$ cat src/rtl/regfile_pkg.sv
// Shared register-file types and constants for the writeback queue.
// Write entries are {addr, data}; register 0 is hardwired to zero.
package regfile_pkg;

   localparam int REG_ADDR_W = 5;
   localparam int REG_DATA_W = 32;

   localparam logic [REG_ADDR_W-1:0] ZERO_REG = 5'd0;

   typedef struct packed {
      logic [REG_ADDR_W-1:0] addr;
      logic [REG_DATA_W-1:0] data;
   } wr_entry_t;

endpackage

$ cat src/rtl/wq_bypass_match.sv
// Youngest-match lookup over the pending-write ring.
// Entries from head for count slots are live; the last live hit wins.
module wq_bypass_match
   import regfile_pkg::*;
#(
   parameter int DEPTH = 4,
   localparam int PTR_W = $clog2(DEPTH),
   localparam int CNT_W = $clog2(DEPTH + 1)
) (
   input  wr_entry_t               ents [DEPTH],
   input  logic [PTR_W-1:0]        head,
   input  logic [CNT_W-1:0]        count,
   input  logic [REG_ADDR_W-1:0]   raddr,
   output logic                    hit,
   output logic [REG_DATA_W-1:0]   data
);

   logic [PTR_W-1:0] idx;

   // Walk oldest to youngest so a later match overrides an earlier one.
   always_comb begin
      hit  = 1'b0;
      data = '0;
      idx  = head;
      for (int k = 0; k < DEPTH; k++) begin
         idx = head + PTR_W'(k);
         if ((CNT_W'(k) < count) &&
             (ents[idx].addr == raddr)) begin
            hit  = 1'b1;
            data = ents[idx].data;
         end
      end
   end

endmodule

$ cat src/rtl/regfile_write_queue.sv
// In-order pending-write buffer in front of register_file, draining
// one entry per cycle, with youngest-entry bypass on both read ports.
module regfile_write_queue
   import regfile_pkg::*;
#(
   parameter int DEPTH  = 4,
   parameter int DATA_W = REG_DATA_W,
   parameter int ADDR_W = REG_ADDR_W,
   localparam int PTR_W = $clog2(DEPTH),
   localparam int CNT_W = $clog2(DEPTH + 1)
) (
   input  logic              clk,
   input  logic              rst_n,
   input  logic              wb_valid,
   output logic              wb_ready,
   input  logic [ADDR_W-1:0] wb_addr,
   input  logic [DATA_W-1:0] wb_data,
   input  logic              rf_hold,
   output logic              WrEn,
   output logic [ADDR_W-1:0] Aw,
   output logic [DATA_W-1:0] Dw,
   input  logic [ADDR_W-1:0] rd_addr_a,
   input  logic [ADDR_W-1:0] rd_addr_b,
   input  logic [DATA_W-1:0] rf_Da,
   input  logic [DATA_W-1:0] rf_Db,
   output logic [DATA_W-1:0] rd_data_a,
   output logic [DATA_W-1:0] rd_data_b,
   output logic [CNT_W-1:0]  pending
);

   wr_entry_t        ents_q [DEPTH];
   logic [PTR_W-1:0] head_q;
   logic [PTR_W-1:0] tail_q;
   logic [CNT_W-1:0] count_q;

   logic             nonempty;
   logic             accept;
   logic             enq;
   logic             hit_a;
   logic             hit_b;
   logic [DATA_W-1:0] byp_a;
   logic [DATA_W-1:0] byp_b;

   assign nonempty = (count_q != '0);
   assign wb_ready = (count_q != CNT_W'(DEPTH));
   assign accept   = wb_valid && wb_ready;
   assign enq      = accept && (wb_addr != ZERO_REG);
   assign WrEn     = nonempty && !rf_hold;
   assign pending  = count_q;

   assign Aw = nonempty ? ents_q[head_q].addr : '0;
   assign Dw = nonempty ? ents_q[head_q].data : '0;

   always_ff @(posedge clk or negedge rst_n) begin
      if (!rst_n) begin
         head_q  <= '0;
         tail_q  <= '0;
         count_q <= '0;
      end else begin
         if (WrEn)
            head_q <= head_q + PTR_W'(1);
         if (enq)
            tail_q <= tail_q + PTR_W'(1);
         unique case ({enq, WrEn})
            2'b10:   count_q <= count_q + CNT_W'(1);
            2'b01:   count_q <= count_q - CNT_W'(1);
            default: count_q <= count_q;
         endcase
      end
   end

   // Storage needs no reset; liveness comes from head and count.
   always_ff @(posedge clk) begin
      if (enq)
         ents_q[tail_q] <= '{addr: wb_addr, data: wb_data};
   end

   wq_bypass_match #(.DEPTH(DEPTH)) u_match_a (
      .ents  (ents_q),
      .head  (head_q),
      .count (count_q),
      .raddr (rd_addr_a),
      .hit   (hit_a),
      .data  (byp_a)
   );

   wq_bypass_match #(.DEPTH(DEPTH)) u_match_b (
      .ents  (ents_q),
      .head  (head_q),
      .count (count_q),
      .raddr (rd_addr_b),
      .hit   (hit_b),
      .data  (byp_b)
   );

   always_comb begin
      rd_data_a = rf_Da;
      if (rd_addr_a == ZERO_REG)
         rd_data_a = '0;
      else if (hit_a)
         rd_data_a = byp_a;
   end

   always_comb begin
      rd_data_b = rf_Db;
      if (rd_addr_b == ZERO_REG)
         rd_data_b = '0;
      else if (hit_b)
         rd_data_b = byp_b;
   end

endmodule

$ cat config.mk
export PLATFORM = sky130hd
export DESIGN_NAME = regfile_write_queue
export DESIGN_NICKNAME = d
export VERILOG_FILES = /design/src/rtl/regfile_pkg.sv /design/src/rtl/wq_bypass_match.sv /design/src/rtl/regfile_write_queue.sv
export SDC_FILE = /design/constraint.sdc
export NUM_CORES = 1
export LEC_CHECK = 0
export ABC_CLOCK_PERIOD_IN_PS = 12300
export CAP_MARGIN = 20
export CORE_MARGIN = 3
export CORE_UTILIZATION = 40
export DETAILED_ROUTE_END_ITERATION = 10
export PLACE_DENSITY_LB_ADDON = 0.25
export REMOVE_ABC_BUFFERS = 1
export SLEW_MARGIN = 20
export SYNTH_ARGS = -nofsm -noshare
export SYNTH_HDL_FRONTEND = slang
export SYNTH_SLANG_ARGS = --single-unit
export TNS_END_PERCENT = 5
$ cat constraint.sdc
create_clock -name clk -period 12.3 [get_ports clk]
set_clock_uncertainty 0.2 [all_clocks]
set_input_delay 3.69 -clock clk [delete_from_list [all_inputs] [get_ports clk]]
set_output_delay 3.69 -clock clk [all_outputs]
set_load 0.01 [all_outputs]
==> qor.txt, run 1 <==
Root Buffer = clkbuf_16
core box area = 0.0289 mm2
post-synth top area cell = edfxtp_1
FF-to-FF setup slack = 9.26 ns
Compound-Gate Fraction of Synth Area = 27.4%
Final GP Congestion = 0.880
post-synthesis xor/xnor area fraction = 3.40%
Clock Latency Late Sink = 0.43 ns
Post-Synthesis Cell Area = 0.0119 mm2
Layout Cells excl Fill = 1692
Nets = 1419
Adder-Cell Fraction of Synth Area = 0.950%
crit share post-route = 88.1%
number of setup violations in the final report = 0
DP HPWL = 23600 um
Die ar. = 0.0317 mm2
Simple-Gate Fraction of Synth Area = 8.50%
Final min period = 10.84 ns
hold-critical path endpoint = pending[1]$_DFFE_PN0P_
Vias/cell = 6.19
Peak Freq = 92.3 MHz
DP Cell Count = 1659
Rows = 62
Reg-to-Reg End = ents_q[117]$_DFFE_PP_
Power Density = 273 mW/mm2
total power draw = 4060 uW
Sink Count = 155
most common cell after layout, fill and taps aside = clkdlybuf4s50_1
Worst EP required = 8.41 ns
Worst Tran Pin Value = 1.14 ns
most frequent cells in the layout = 220 x clkdlybuf4s50_1, 148 x edfxtp_1, 130 x a21oi_1, 107 x nand2_1, 104 x nor2_1
Die Ht = 178 um
largest net degree at the start of global routing = 113
multiplexer share of the synthesized area = 15.4%
worst reg2reg path depth = 7
gr ovfl total = 0
post-CTS resize count = 0
Max Cap Violations = 0
initial antenna violation count = 1
DR DRC count = 0
H-tree lvl count = 4
Slew Limit Fails = 0
antenna cell count = 0
Pleak = 0.00492 uW
Pre-Repair DR Iteration Count = 6
Chip Width = 178 um
unrepaired setup endpoints after global routing = no
Seq/Total Area, Yosys = 39.0%
cts hold-fix bufs = 0
routed len/inst = 22.0 um
Synth warnings = 0
vias in the first global route = 10400
largest family of logic cells by synthesized area = compound AO/OA/AOI/OAI gates
CTS Buf Count = 17
post-route antenna net violation count = 0
synthesis-to-finish area growth = 25.3%
CP arrival = 6.95 ns
buffer count from post-CTS setup fixing = 0
Synth Instances = 1164
fraction of layout cells with a size suffix above 1 = 19.0%
I/O pins = 221
Hold Startpoint = pending[1]$_DFFE_PN0P_
global-route wire length before repair = 56900 um
Final Util = 51.3%
post-synth top area share = 37.5%
WS Path Type = input pin to primary output
crit path capture type = primary output
Longest Clk Path Bufs = 2
Synth Register Bits = 155
library cells used by synthesis = 40
drt total wl = 37200 um
CTS tree = done
GRT Total Usage = 23.1%
status = completed
Worst-path clk slew = 0.06 ns
Syn Area/Cell = 10.2 um2
Hold WC Path Type = register to register
worst relative slew slack = 23.8%
Buffers on Ports = 220
initial core utilization = 41.0%
Max rail drop VDD = 0.140 mV
Hold Path Cell Cnt = 2
FF-to-FF Start = pending[0]$_DFFE_PN0P_
Setup TNS = 0 ns
DRT iter0 DRCs = 1303
critical-path maximum fanout = 34
CP startpoint kind = input pin
top cells by area, synth = edfxtp_1 37%, mux2_2 6.1%, a21oi_1 5.5%
via count = 10500
endpoints failing hold = 0
stage by stage:
step           setup slack [ns]  cell area, um2  hold WS, ns
2_1_floorplan            -0.422           11200        0.380
3_3_place_gp               1.49           14100        0.396
3_5_place_dp               1.45           14100        0.417
4_1_cts                    1.44           14800        0.432
5_1_grt                    1.19           14900        0.495
6_report                   1.46           14900        0.431
report_power, final:
group | switching, uW | internal [uW] | total (uW)
Sequential | 122 | 699 | 821
Clock | 212 | 383 | 595
Combinational | 1490 | 1150 | 2640
Total | 1820 | 2240 | 4060
synthesized netlist by cell type:
library cell,count
a2111o_1,2
a211oi_1,2
a211oi_2,30
a21oi_1,131
a22oi_1,34
a22oi_2,30
and2_1,4
and3_1,1
buf_1,15
buf_2,31
buf_4,7
buf_6,9
clkbuf_1,68
dfrtp_1,7
edfxtp_1,148
ha_1,9
inv_1,6
mux2_2,64
mux2i_1,65
mux4_2,20
nand2_1,107
nand3_1,1
nand4_1,4
nor2_1,106
nor2b_1,6
nor3_1,4
nor4_1,1
nor4_2,2
nor4_4,1
o211ai_1,2
o21ai_0,93
o21ai_1,5
o21bai_1,2
o221ai_1,66
o221ai_2,30
or3_1,2
or3b_1,1
or4_1,2
xnor2_1,27
xor2_1,19
routing by layer:
| layer | routed length, um | GRT usage, % |
|---|---|---|
| met1 | 15400 | 30.3 |
| met2 | 17400 | 37.1 |
| met3 | 3310 | 4.64 |
| met4 | 1130 | 9.78 |
| met5 | 13 | 0 |
how the worst max path moves through the flow:
stage	end	start	slack, ns	depth (start not counted)
2_1_floorplan	rd_data_b[31]	head_q[1]$_DFFE_PN0P_	-0.42	7
3_3_place_gp	rd_data_b[31]	rd_addr_b[4]	1.49	9
3_5_place_dp	rd_data_b[18]	rd_addr_b[0]	1.45	9
4_1_cts	rd_data_b[18]	rd_addr_b[0]	1.44	9
5_1_grt	rd_data_b[13]	rd_addr_b[0]	1.19	9
6_report	rd_data_b[12]	rd_addr_b[0]	1.46	9
sequential cells by signal (all words and copies together) (netlist names):
register	flops
head_q	2
pending	3
tail_q	2
ents_q	148
critical path: stages:
cell             delay (ns)
clkdlybuf4s50_1        0.68
xnor2_1                0.16
nand4_1                0.18
nor3_2                 0.23
a2111o_2               0.71
buf_4                  0.43
nor2_1                 0.09
a211oi_2               0.20
clkdlybuf4s50_1        0.56
cell type report:
class,count,area (um2)
timing repair buffer,242,2390
multi-input combinational,873,6660
clock inverter,13,238
clock buffer,19,433
tap,384,480
inverter,6,25.0
sequential,155,4630
fill,2519,14100
cells by family (layout without fill, tap and decap cells):
logic type	Yosys count	after routing
adders and majority gates	9	9
and+or+nand+nor	242	242
DFF	155	155
buffers and inverters	136	280
muxes	149	149
AOI/OAI and AO/OA	427	427
xor gates and xnor gates	46	46
No activity file was read; power rests on OpenSTA's default activity.
==> run 2, diff against run 1 <==
Settings changed: ABC_CLOCK_PERIOD_IN_PS 12300 to 12200.
Clock period 12.3 ns to 12.2 ns, I/O delays scaled along.
==> qor.txt, run 2 (synthesized netlist as in run 1, its figures left out) <==
most common cell after layout, fill and taps aside = clkdlybuf4s50_1
drt total wl = 37200 um
Pleak = 0.00484 uW
Final GP Congestion = 0.893
gr ovfl total = 0
fraction of layout cells with a size suffix above 1 = 19.0%
Setup TNS = 0 ns
number of setup violations in the final report = 0
crit path capture type = primary output
synthesis-to-finish area growth = 24.2%
Biggest register = ents_q
Worst-path clk slew = 0.07 ns
status = completed
Final Util = 50.9%
Vias/cell = 6.07
Power Density = 269 mW/mm2
max reg flops = 148
Die ar. = 0.0317 mm2
core box area = 0.0289 mm2
routed len/inst = 21.9 um
GRT Total Usage = 22.9%
cts hold-fix bufs = 0
via count = 10300
DRT iter0 DRCs = 1169
initial antenna violation count = 1
Slew Limit Fails = 0
Pre-Repair DR Iteration Count = 6
Final min period = 10.80 ns
critical-path maximum fanout = 32
CP max-delay cell = or4_2
global-route wire length before repair = 56000 um
Longest Clk Path Bufs = 2
buffer count from post-CTS setup fixing = 0
Peak Freq = 92.6 MHz
Worst Tran Pin Value = 1.17 ns
Root Buffer = clkbuf_16
I/O pins = 221
crit share post-route = 88.5%
largest net degree at the start of global routing = 114
Worst EP required = 8.34 ns
endpoints failing hold = 0
Clock Latency Late Sink = 0.43 ns
unrepaired setup endpoints after global routing = no
H-tree lvl count = 4
initial core utilization = 41.0%
worst relative slew slack = 21.8%
CTS tree = done
Hold WC Path Type = register to register
Rows = 62
CP arrival = 6.94 ns
worst hold slack = 0.409 ns
DP HPWL = 23700 um
Fill cells = 2551
Chip Width = 178 um
Die Ht = 178 um
Max rail drop VDD = 0.174 mV
vias in the first global route = 10000
FF-to-FF setup slack = 9.04 ns
most frequent cells in the layout = 220 x clkdlybuf4s50_1, 148 x edfxtp_1, 130 x a21oi_1, 107 x nand2_1, 104 x nor2_1
Sink Count = 155
most used cell, CP = clkdlybuf4s50_1
post-route antenna net violation count = 0
CP startpoint kind = input pin
post-CTS resize count = 0
crit path cell chain = clkdlybuf4s50_1 > xnor2_1 > nand2_1 > or4_2 > o221ai_1 > a22oi_1 > a21oi_1 > clkdlybuf4s50_1
Buffers on Ports = 220
crit-path max cell delay = 1.16 ns
CTS Buf Count = 17
DR DRC count = 0
Max Cap Violations = 0
Nets = 1419
WS Path Type = input pin to primary output
-- run 2: worst paths after layout --
| kind | endpoint | cells after the start | startpoint |
|---|---|---|---|
| setup / recovery | rd_data_a[13] | 8 | rd_addr_a[1] |
| max in group asynchronous | head_q[1]$_DFFE_PN0P_ | 1 | rst_n |
| setup reg to reg | ents_q[53]$_DFFE_PP_ | 7 | pending[0]$_DFFE_PN0P_ |
| hold / removal | pending[1]$_DFFE_PN0P_ | 2 | pending[1]$_DFFE_PN0P_ |
| min in group asynchronous | pending[1]$_DFFE_PN0P_ | 1 | rst_n |
| hold reg to reg | pending[1]$_DFFE_PN0P_ | 2 | pending[1]$_DFFE_PN0P_ |
-- run 2: cell type report --
type / instances / area, um2 / area share [%]
multi-input cells: 873 / 6660 / 45.2
diodes: 1 / 2.50 / 0.0170
flip-flops and latches: 155 / 4630 / 31.4
clock inverters: 14 / 114 / 0.773
repair buffers: 242 / 2390 / 16.2
inverters: 6 / 25.0 / 0.170
well taps: 384 / 480 / 3.26
clock buffers: 18 / 429 / 2.91
-- run 2: critical path: cells and delay by family --
kind            cells  cell delay, ns
compound gates      3            0.60
buf+inv             2            1.21
xor+xnor            1            0.16
simple gates        2            1.30
-- run 2: per-layer routing --
layer	track usage, %	share of wire, %	vias up
met3	3.90	8.8	90
met1	30.3	41	4930
li1	-	-	4756
met5	0	0.035	-
met2	37.4	47	498
met4	8.97	2.7	2
-- run 2: report_power, final --
| group | total (uW) | internal, uW | switching, uW |
|---|---|---|---|
| clock network | 489 | 264 | 225 |
| logic | 2650 | 1160 | 1490 |
| registers | 826 | 704 | 121 |
-- run 2: metrics by stage --
stage / cells / instance area (um2) / power, uW / setup WS [ns]
after floorplan: 1034 / 11200 / 2530 / -0.492
after global placement: 1659 / 14100 / 3420 / 1.48
after detailed placement: 1659 / 14100 / 3460 / 1.41
after CTS: 1691 / 14700 / 3950 / 1.39
after global routing: 1692 / 14700 / 4230 / 1.16
final: 1693 / 14700 / 3970 / 1.40
==> run 3, diff against run 2 <==
Settings changed: CORE_ASPECT_RATIO from default to 1.75, CTS_BUF_LIST from default to sky130_fd_sc_hd__clkbuf_16, HOLD_SLACK_MARGIN from default to 0.05.
==> qor.txt, run 3 (synthesized netlist as in run 1, its figures left out) <==
Sink Count = 155
post-CTS resize count = 0
unrepaired setup endpoints after global routing = no
GRT Total Usage = 23.2%
Multi-input gate area = 0.00666 mm2
crit path cell chain = clkdlybuf4s50_1 > xnor2_1 > nand2_1 > or3_2 > o221ai_1 > a22oi_1 > a211oi_1 > clkdlybuf4s50_1
Hold WC Path Type = register to register
post-route antenna net violation count = 0
Fill cells = 2658
H-tree lvl count = 4
Buffers on Ports = 220
DRT iter0 DRCs = 872
Slew Limit Fails = 0
Chip Width = 136 um
cts hold-fix bufs = 0
Peak Freq = 93.1 MHz
switching share of power = 45.6%
Vias/cell = 6.04
worst reg2reg path depth = 5
worst relative slew slack = 24.1%
Worst Tran Pin Value = 1.14 ns
crit path capture type = primary output
synthesis-to-finish area growth = 24.5%
critical-path maximum fanout = 32
met2 usage = 41.6%
P_sw = 1830 uW
WS Path Type = input pin to primary output
Pleak = 0.00486 uW
initial antenna violation count = 7
most frequent cells in the layout = 220 x clkdlybuf4s50_1, 148 x edfxtp_1, 130 x a21oi_1, 107 x nand2_1, 104 x nor2_1
I/O pins = 221
number of setup violations in the final report = 0
Internal = 2180 uW
met1 track demand over resource = 25.6%
DR DRC count = 0
worst hold slack = 0.397 ns
Max rail drop VDD = 0.161 mV
most used cell, CP = clkdlybuf4s50_1
Final min period = 10.74 ns
via count = 10200
Longest Clk Path Bufs = 2
endpoints failing hold = 0
initial core utilization = 41.0%
drt total wl = 37600 um
routed len/inst = 22.2 um
Final Util = 51.0%
gr ovfl total = 0
sequential cell area = 0.00463 mm2
CP arrival = 6.88 ns
crit share post-route = 88.0%
Root Buffer = clkbuf_16
Max Cap Violations = 0
CTS Buf Count = 17
Die Ht = 234 um
core box area = 0.0289 mm2
CTS tree = done
WP buf/inv = 2
crit-path max cell delay = 0.91 ns
Power Density = 271 mW/mm2
Worst EP required = 8.34 ns
CP startpoint kind = input pin
Biggest register = ents_q
FF-to-FF setup slack = 8.64 ns
Nets = 1418
max reg flops = 148
grt peak-use layer = met2
Pre-Repair DR Iteration Count = 6
status = completed
Rows = 82
CP delay by family, top = buffers and inverters
buffer count from post-CTS setup fixing = 0
fraction of layout cells with a size suffix above 1 = 18.9%
FF-to-FF Start = pending[2]$_DFFE_PN0P_
Hold Path Cell Cnt = 2
Final GP Congestion = 0.859
Clock Latency Late Sink = 0.44 ns
clock power share = 13.2%
Die ar. = 0.0318 mm2
global-route wire length before repair = 56100 um
Hold Startpoint = pending[1]$_DFFE_PN0P_
power share of the combinational group = 66.2%
Worst-path clk slew = 0.06 ns
CP max-delay cell = or3_2
most common cell after layout, fill and taps aside = clkdlybuf4s50_1
Reg-to-Reg End = ents_q[44]$_DFFE_PP_
largest net degree at the start of global routing = 115
hold-critical path endpoint = pending[1]$_DFFE_PN0P_
Sequential Power Share = 20.7%
DP HPWL = 25000 um
met3 Use GR = 4.10%
vias in the first global route = 10100
==> run 3: cell count changes in the layout (fill, tap and decap cells not counted), sizes merged <==
| cell | before | now |
|---|---|---|
| diode | 1 | 7 |
| clkinv | 5 | 6 |
| clkbuf | 18 | 17 |
| inv | 11 | 8 |
| bufinv | 0 | 3 |
| buf | 22 | 21 |
==> run 3: cell type report <==
type,count,area share (%)
Clock buffer,17,2.88
Inverter,6,0.170
Sequential cell,155,31.4
Multi-Input combinational cell,873,45.1
Tap cell,378,3.20
Clock inverter,15,1.09
Timing Repair Buffer,241,16.1
Antenna cell,7,0.119
==> run 3: layer usage <==
metal / part of all wire [%] / vias up / routed length, um
met3: 6.0 / 98 / 2270
met2: 53 / 434 / 20100
met1: 36 / 4923 / 13600
met4: 4.4 / 0 / 1670
li1: - / 4770 / -
met5: 0 / - / 0
==> run 3: how the worst max path moves through the flow <==
stage                                from            end  slack (ns)  cells past startpoint
global placement             rd_addr_b[0]  rd_data_b[30]        1.50                      8
global route                 rd_addr_b[2]  rd_data_b[30]        1.23                      8
CTS                          rd_addr_b[0]  rd_data_b[30]        1.47                      8
floorplan           head_q[1]$_DFFE_PN0P_  rd_data_b[31]       -0.49                      7
detailed placement           rd_addr_b[0]  rd_data_b[30]        1.48                      8
finish                       rd_addr_b[2]  rd_data_b[30]        1.46                      8
==> run 3: stage by stage <==
| step | instances | setup slack, ns | total power (uW) | setup TNS, ns | area [um2] |
|---|---|---|---|---|---|
| after floorplan | 1034 | -0.492 | 2530 | -22.03 | 11200 |
| after detailed placement | 1653 | 1.48 | 3480 | 0 | 14200 |
| final | 1692 | 1.46 | 4010 | 0 | 14800 |
| after global routing | 1692 | 1.23 | 4250 | 0 | 14800 |
| after CTS | 1685 | 1.47 | 4010 | 0 | 14700 |
| after global placement | 1653 | 1.50 | 3440 | 0 | 14200 |
==> run 3: power by group through the flow <==
stage | Sequential (uW) | Clock (uW) | Combinational (uW)
2_1_floorplan | 892 | 0 | 1640
3_3_place_gp | 829 | 0 | 2610
3_5_place_dp | 838 | 0 | 2640
4_1_cts | 827 | 536 | 2650
5_1_grt | 845 | 555 | 2850
6_report | 828 | 527 | 2650
==> run 3: worst min-delay path, stage by stage (launching register included) <==
cell     delay, ns
dfrtp_1       0.43
nand2_1       0.07
o21ai_0       0.06
